$ cat src/rtl/hazard_pkg.sv
// Shared types and constants for the stall/flush hazard unit and its MDU tracker.
package hazard_pkg;

  localparam int MDU_LAT_DEFAULT = 4;
  localparam int CNT_W_DEFAULT   = 3;

  localparam logic [4:0] REG_ZERO = 5'd0;

  typedef enum logic [1:0] {
    IDLE = 2'd0,
    BUSY = 2'd1,
    DONE = 2'd2
  } mdu_state_t;

  // True when a real (non-x0) destination feeds either source operand.
  function automatic logic src_hit(input logic [4:0] rd,
                                   input logic [4:0] rs1,
                                   input logic [4:0] rs2);
    return (rd != REG_ZERO) && ((rd == rs1) || (rd == rs2));
  endfunction

endpackage

$ cat src/rtl/mdu_tracker.sv
// Tracks the single in-flight multi-cycle mul/div op: latency counter, destination and
// registered busy/done flags.
module mdu_tracker
  import hazard_pkg::*;
#(
  parameter int MDU_LAT = MDU_LAT_DEFAULT,
  parameter int CNT_W   = CNT_W_DEFAULT
) (
  input  logic       clk,
  input  logic       rst,
  input  logic       issue,
  input  logic [4:0] issue_rd,
  output logic       busy,
  output logic [4:0] rd,
  output logic       done
);

  localparam logic [CNT_W-1:0] CNT_LOAD = CNT_W'(MDU_LAT - 1);
  localparam logic [CNT_W-1:0] CNT_LAST = CNT_W'(1);

  mdu_state_t       state;
  logic [CNT_W-1:0] cnt;

  // NOTE: sequential state uses non-blocking assignments so every register samples
  // pre-edge values regardless of statement order.
  always_ff @(posedge clk or posedge rst) begin
    if (rst) begin
      state <= IDLE;
      cnt   <= '0;
      rd    <= REG_ZERO;
      busy  <= 1'b0;
      done  <= 1'b0;
    end else begin
      unique case (state)
        IDLE: begin
          if (issue) begin
            state <= BUSY;
            cnt   <= CNT_LOAD;
            rd    <= issue_rd;
            busy  <= 1'b1;
          end
        end
        BUSY: begin
          // An issue here is illegal and ignored; the assertion below reports it.
          cnt <= cnt - CNT_W'(1);
          if (cnt == CNT_LAST) begin
            state <= DONE;
            done  <= 1'b1;
          end
        end
        DONE: begin
          done <= 1'b0;
          if (issue) begin
            state <= BUSY;
            cnt   <= CNT_LOAD;
            rd    <= issue_rd;
          end else begin
            state <= IDLE;
            busy  <= 1'b0;
          end
        end
        default: begin
          state <= IDLE;
          cnt   <= '0;
          busy  <= 1'b0;
          done  <= 1'b0;
        end
      endcase
    end
  end

  issue_while_busy: assert property (@(posedge clk) disable iff (rst)
    !((state == BUSY) && issue))
    else $error("mdu_tracker: MDU op issued while previous op still busy");

endmodule

$ cat src/rtl/hazard_stall_unit.sv
// Stall/flush control for load-use, branch redirect and multi-cycle MDU hazards that
// operand forwarding cannot resolve.
module hazard_stall_unit
  import hazard_pkg::*;
#(
  parameter int MDU_LAT = MDU_LAT_DEFAULT,
  parameter int CNT_W   = CNT_W_DEFAULT
) (
  input  logic       clk,
  input  logic       rst,
  input  logic [4:0] rs1_addr_D,
  input  logic [4:0] rs2_addr_D,
  input  logic [4:0] RdD,
  input  logic       RegWriteD,
  input  logic       MulDivD,
  input  logic [4:0] RdE,
  input  logic       LoadE,
  input  logic       MulDivE,
  input  logic       PCSrcE,
  output logic       StallF,
  output logic       StallD,
  output logic       FlushD,
  output logic       FlushE,
  output logic       mdu_busy,
  output logic [4:0] mdu_rd,
  output logic       mdu_done
);

  logic lw_stall;
  logic md_stall;

  // Ops already in Execute are committed, so a taken branch never cancels the tracker.
  mdu_tracker #(
    .MDU_LAT (MDU_LAT),
    .CNT_W   (CNT_W)
  ) u_mdu_tracker (
    .clk      (clk),
    .rst      (rst),
    .issue    (MulDivE),
    .issue_rd (RdE),
    .busy     (mdu_busy),
    .rd       (mdu_rd),
    .done     (mdu_done)
  );

  assign lw_stall = LoadE && src_hit(RdE, rs1_addr_D, rs2_addr_D);

  // RAW on sources, WAW on destination, or structural conflict on the MDU itself.
  // On the done cycle the result is forwardable, so no stall is raised.
  assign md_stall = mdu_busy && !mdu_done &&
                    (src_hit(mdu_rd, rs1_addr_D, rs2_addr_D) ||
                     (RegWriteD && (mdu_rd != REG_ZERO) && (mdu_rd == RdD)) ||
                     MulDivD);

  // NOTE: every output gets a default first so no path through the if-chain infers a latch.
  always_comb begin
    StallF = 1'b0;
    StallD = 1'b0;
    FlushD = 1'b0;
    FlushE = 1'b0;
    if (rst) begin
      // Hold all controls low while reset is asserted.
    end else if (PCSrcE) begin
      FlushD = 1'b1;
      FlushE = 1'b1;
    end else if (lw_stall || md_stall) begin
      StallF = 1'b1;
      StallD = 1'b1;
      FlushE = 1'b1;
    end
  end

endmodule
$ cat config.mk
export PLATFORM = sky130hd
export DESIGN_NAME = hazard_stall_unit
export DESIGN_NICKNAME = d
export VERILOG_FILES = /design/src/rtl/hazard_pkg.sv /design/src/rtl/mdu_tracker.sv /design/src/rtl/hazard_stall_unit.sv
export SDC_FILE = /design/constraint.sdc
export NUM_CORES = 1
export LEC_CHECK = 0
export BUFFER_PORTS_ARGS = -buffer_cell sky130_fd_sc_hd__buf_2
export CORE_UTILIZATION = 40
export DETAILED_ROUTE_END_ITERATION = 16
export GPL_TIMING_DRIVEN = 0
export PLACE_DENSITY = 0.7
export SLEW_MARGIN = 20
export SYNTH_ARGS = -nofsm -noshare
export SYNTH_HDL_FRONTEND = slang
export SYNTH_SLANG_ARGS = --single-unit
$ cat constraint.sdc
create_clock -name clk -period 2.67 [get_ports clk]
set_input_delay 0.534 -clock clk [delete_from_list [all_inputs] [get_ports clk]]
set_output_delay 0.534 -clock clk [all_outputs]
set_load 0.01 [all_outputs]
==> impl_results.md <==
* Crit-path slowest cell: or4_1
* Critical Path RT at 2.14 ns
* Internal power at 0.636 mW
* Synth warn at 0
* Finish-stage setup viols at 0
* Psw at about 0.44 mW
* Total GRT Usage at 0.174
* Data arrival time of the worst path at slightly above 2 ns
* Antenna Cells at 0
* DRC at 0
* Number of DRC markers in iteration 0 at 9
* Num rows at 16
* Clock buffer depth at 2
* Leakage at around 0.58 nW
* Final net count at roughly 180
* Initial antenna violation count at 0
* Max-slew headroom at 0.697
* Outcome: completed
* RSZ-0062 raised after global routing: yes
* Critical path cell sequence: buf_4 -> or4_1 -> o311ai_2 -> a31o_2 -> a211oi_2 -> buf_4 -> buf_6
* Layout Area Growth over Synthesis at 39.8%
* Hold-fix buffers, CTS at 0
* Clk_lat worst skew at ~0.27 ns
* Clock skew at ~0.0018 ns
* Worst slew pin tran at between 0.4 and 0.5 ns
* Commonest non-fill, non-tap cells in the layout: buf_2 (36), nand2_1 (17), xor2_1 (13)
* Die area at between 0.002 and 0.0025 mm²
* Die Wd at 47.9 µm
* PwrDens at a little over 900 mW/mm²
* Final wirelength at ~2100 µm
* Post-Syn Area at around 840 µm²
* Syn Inst Count at between 90 and 100
* Post-route minimum period at around 2.6 ns
* Top cell by count, worst path: buf_4
* CTS tree: done
* Crit Reg-Reg Startpoint: u_mdu_tracker.state[0]$_DFFE_PP0P_
* Top Ports at 38
* Slowest stage delay, CP at roughly 0.48 ns
* Synth top area cells: dfrtp_1 (36%), xor2_1 (15%), xnor2_1 (12%)
* TritonCTS Buffers at 3
* Final HPWL DP at 1570 µm
* Yosys top cell area share at 0.356
* Initial core utilization at 0.430
* Sequential Power Share at 0.353
* Largest net degree at the start of global routing at 13
* CP Class: reg -> out
* Startpoint types: flop
* Buffers on Ports at 37
* Post-synthesis area per instance at 8.78 µm²
* Total chip power at between 1 and 1.5 mW
* DR vias/cell at ~4.8
* Filler instances at 188
* Maximum vdd drop at approximately 0.58 mV
* Root buffer cell: clkbuf_4
* Vias in the first global route at between 600 and 700
* Yosys top cell by area: dfrtp_1
* Max_cap viols at 0
* Flop2flop setup slack at between 1 and 1.5 ns
* Core footprint at 0.00196 mm²
* Fmax at 389 MHz
* Sw frac at 0.409
* Share of post-route cells with drive strength above 1 at 0.417
* Reg2Reg Depth at 3
* Critical R2R Capture: u_mdu_tracker.busy$_DFFE_PP0P_
* Die height at 47.9 µm
* Register area share after synthesis at 0.356
* First-pass GRT wire length at 2790 µm
* Syn Nets at roughly 130
* Max FO, Critical Path at 3
* Fin crit share at 0.963
* Flops & latches, synth at 12
* ANT nets after route at 0
* Synth unique cells at 23
* Final Hold Vio Count at 0
* H-tree Lvls at 1
* CP Capture Type: primary output
* Placer congestion estimate at between 0.7 and 0.8
* Clock power share at 0.099
* Logic pwr share at 0.548
* Clock Sinks at 12
* Hold WC Path Type: in -> async
* Max-slew violation count at 0
* Routed wire length per instance at roughly 12 µm
* Commonest non-fill, non-tap cell in the layout: buf_2
* Vias at a little over 800
* Final design utilization at 0.601
* Clock transition at the registers of the reported paths at around 0.070 ns
* GRT overflow at 0
* TritonRoute pass-1 iters at 4
==> cells by family (layout without fill, tap and decap cells) <==
group / Yosys count / after routing / share of synthesized area
simple gates: 36 / 36 / 0.193
xor+xnor: 26 / 26 / 0.270
flops: 12 / 12 / 0.356
compound gates: 11 / 11 / 0.0994
buf+inv: 8 / 56 / 0.0401
fa+ha+maj: 3 / 3 / 0.0415
==> state kept, by name, indices dropped and copies added, names as in the netlist <==
| name | cells |
|---|---|
| u_mdu_tracker.rd | 5 |
| u_mdu_tracker.busy | 1 |
| u_mdu_tracker.cnt | 3 |
| u_mdu_tracker.done | 1 |
| u_mdu_tracker.state | 2 |
==> cells in the mapped netlist <==
master	n
clkbuf_1	1
o221ai_1	1
xor2_1	14
nor3_1	4
a31oi_1	2
or4_1	2
o311ai_1	1
dfrtp_1	12
a31o_2	2
maj3_1	1
nand2_1	17
nand2b_1	2
ha_1	2
a211oi_2	1
inv_1	6
nand3_1	4
buf_4	1
nor2_1	5
nor4_1	1
xnor2_1	12
o22ai_1	3
nor2b_1	1
o21ai_0	1
==> final cells by class <==
type / count / area [µm²] / share of cell area
Tap cell: 27 / 33.8 / 0.0287
Sequential cell: 12 / 307 / 0.260
Multi-Input combinational cell: 76 / 531 / 0.450
Timing Repair Buffer: 45 / 251 / 0.213
Inverter: 6 / 22.5 / 0.0191
Clock buffer: 3 / 22.5 / 0.0191
Buffer: 2 / 11.3 / 0.00955
==> routing by layer <==
layer,part of all wire,GRT usage,up-vias
li1,-,-,421
met3,0.056,0.0226,3
met5,0,0,-
met1,0.45,0.214,370
met2,0.49,0.316,28
met4,0.011,0.0500,0
==> per-stage QoR <==
step	instances	instance area, µm²	setup WS, ns	hold slack, ns	TNS [ns]
5_1_grt	171	1180	-0.0260	0.340	-0.0260
4_1_cts	163	1090	0.00328	0.303	0
3_5_place_dp	160	1060	0.140	0.447	0
6_report	171	1180	0.0989	0.296	0
2_1_floorplan	96	843	0.392	0.399	0
3_3_place_gp	160	1060	0.0952	0.441	0
==> power groups by stage <==
stage | Clock, mW | Sequential, mW | Combinational [mW]
floorplan | 0 | 0.389 | 0.299
global placement | 0 | 0.393 | 0.447
detailed placement | 0 | 0.397 | 0.462
CTS | 0.111 | 0.394 | 0.471
global route | 0.118 | 0.392 | 0.657
finish | 0.107 | 0.380 | 0.590
==> timing repair <==
item | in CTS | in global routing
endpoints found under the setup margin | 1 | 2
buffers inserted | 0 | 8
gates resized for setup | 1 | 8
pin swaps | 0 | 8
==> worst max-delay path by stage <==
| stage | startpoint | endpoint | slack [ns] | depth (start not counted) |
|---|---|---|---|---|
| 2_1_floorplan | RdD[4] | StallF | 0.39 | 6 |
| 3_3_place_gp | RdD[4] | StallF | 0.1 | 8 |
| 3_5_place_dp | RdD[4] | StallF | 0.14 | 8 |
| 4_1_cts | u_mdu_tracker.rd[4]$_DFFE_PP0P_ | StallF | 0.003 | 7 |
| 5_1_grt | u_mdu_tracker.rd[3]$_DFFE_PP0P_ | StallF | -0.03 | 7 |
| 6_report | u_mdu_tracker.rd[1]$_DFFE_PP0P_ | StallF | 0.1 | 7 |
==> critical path: cells and delay by family (launching register included) <==
kind                   cells  cell delay, ns
AOI/OAI and AO/OA          3            0.48
and+or+nand+nor            1            0.48
DFF                        1            0.42
buffers and inverters      3            0.40
(Power assumes the default switching activity.)
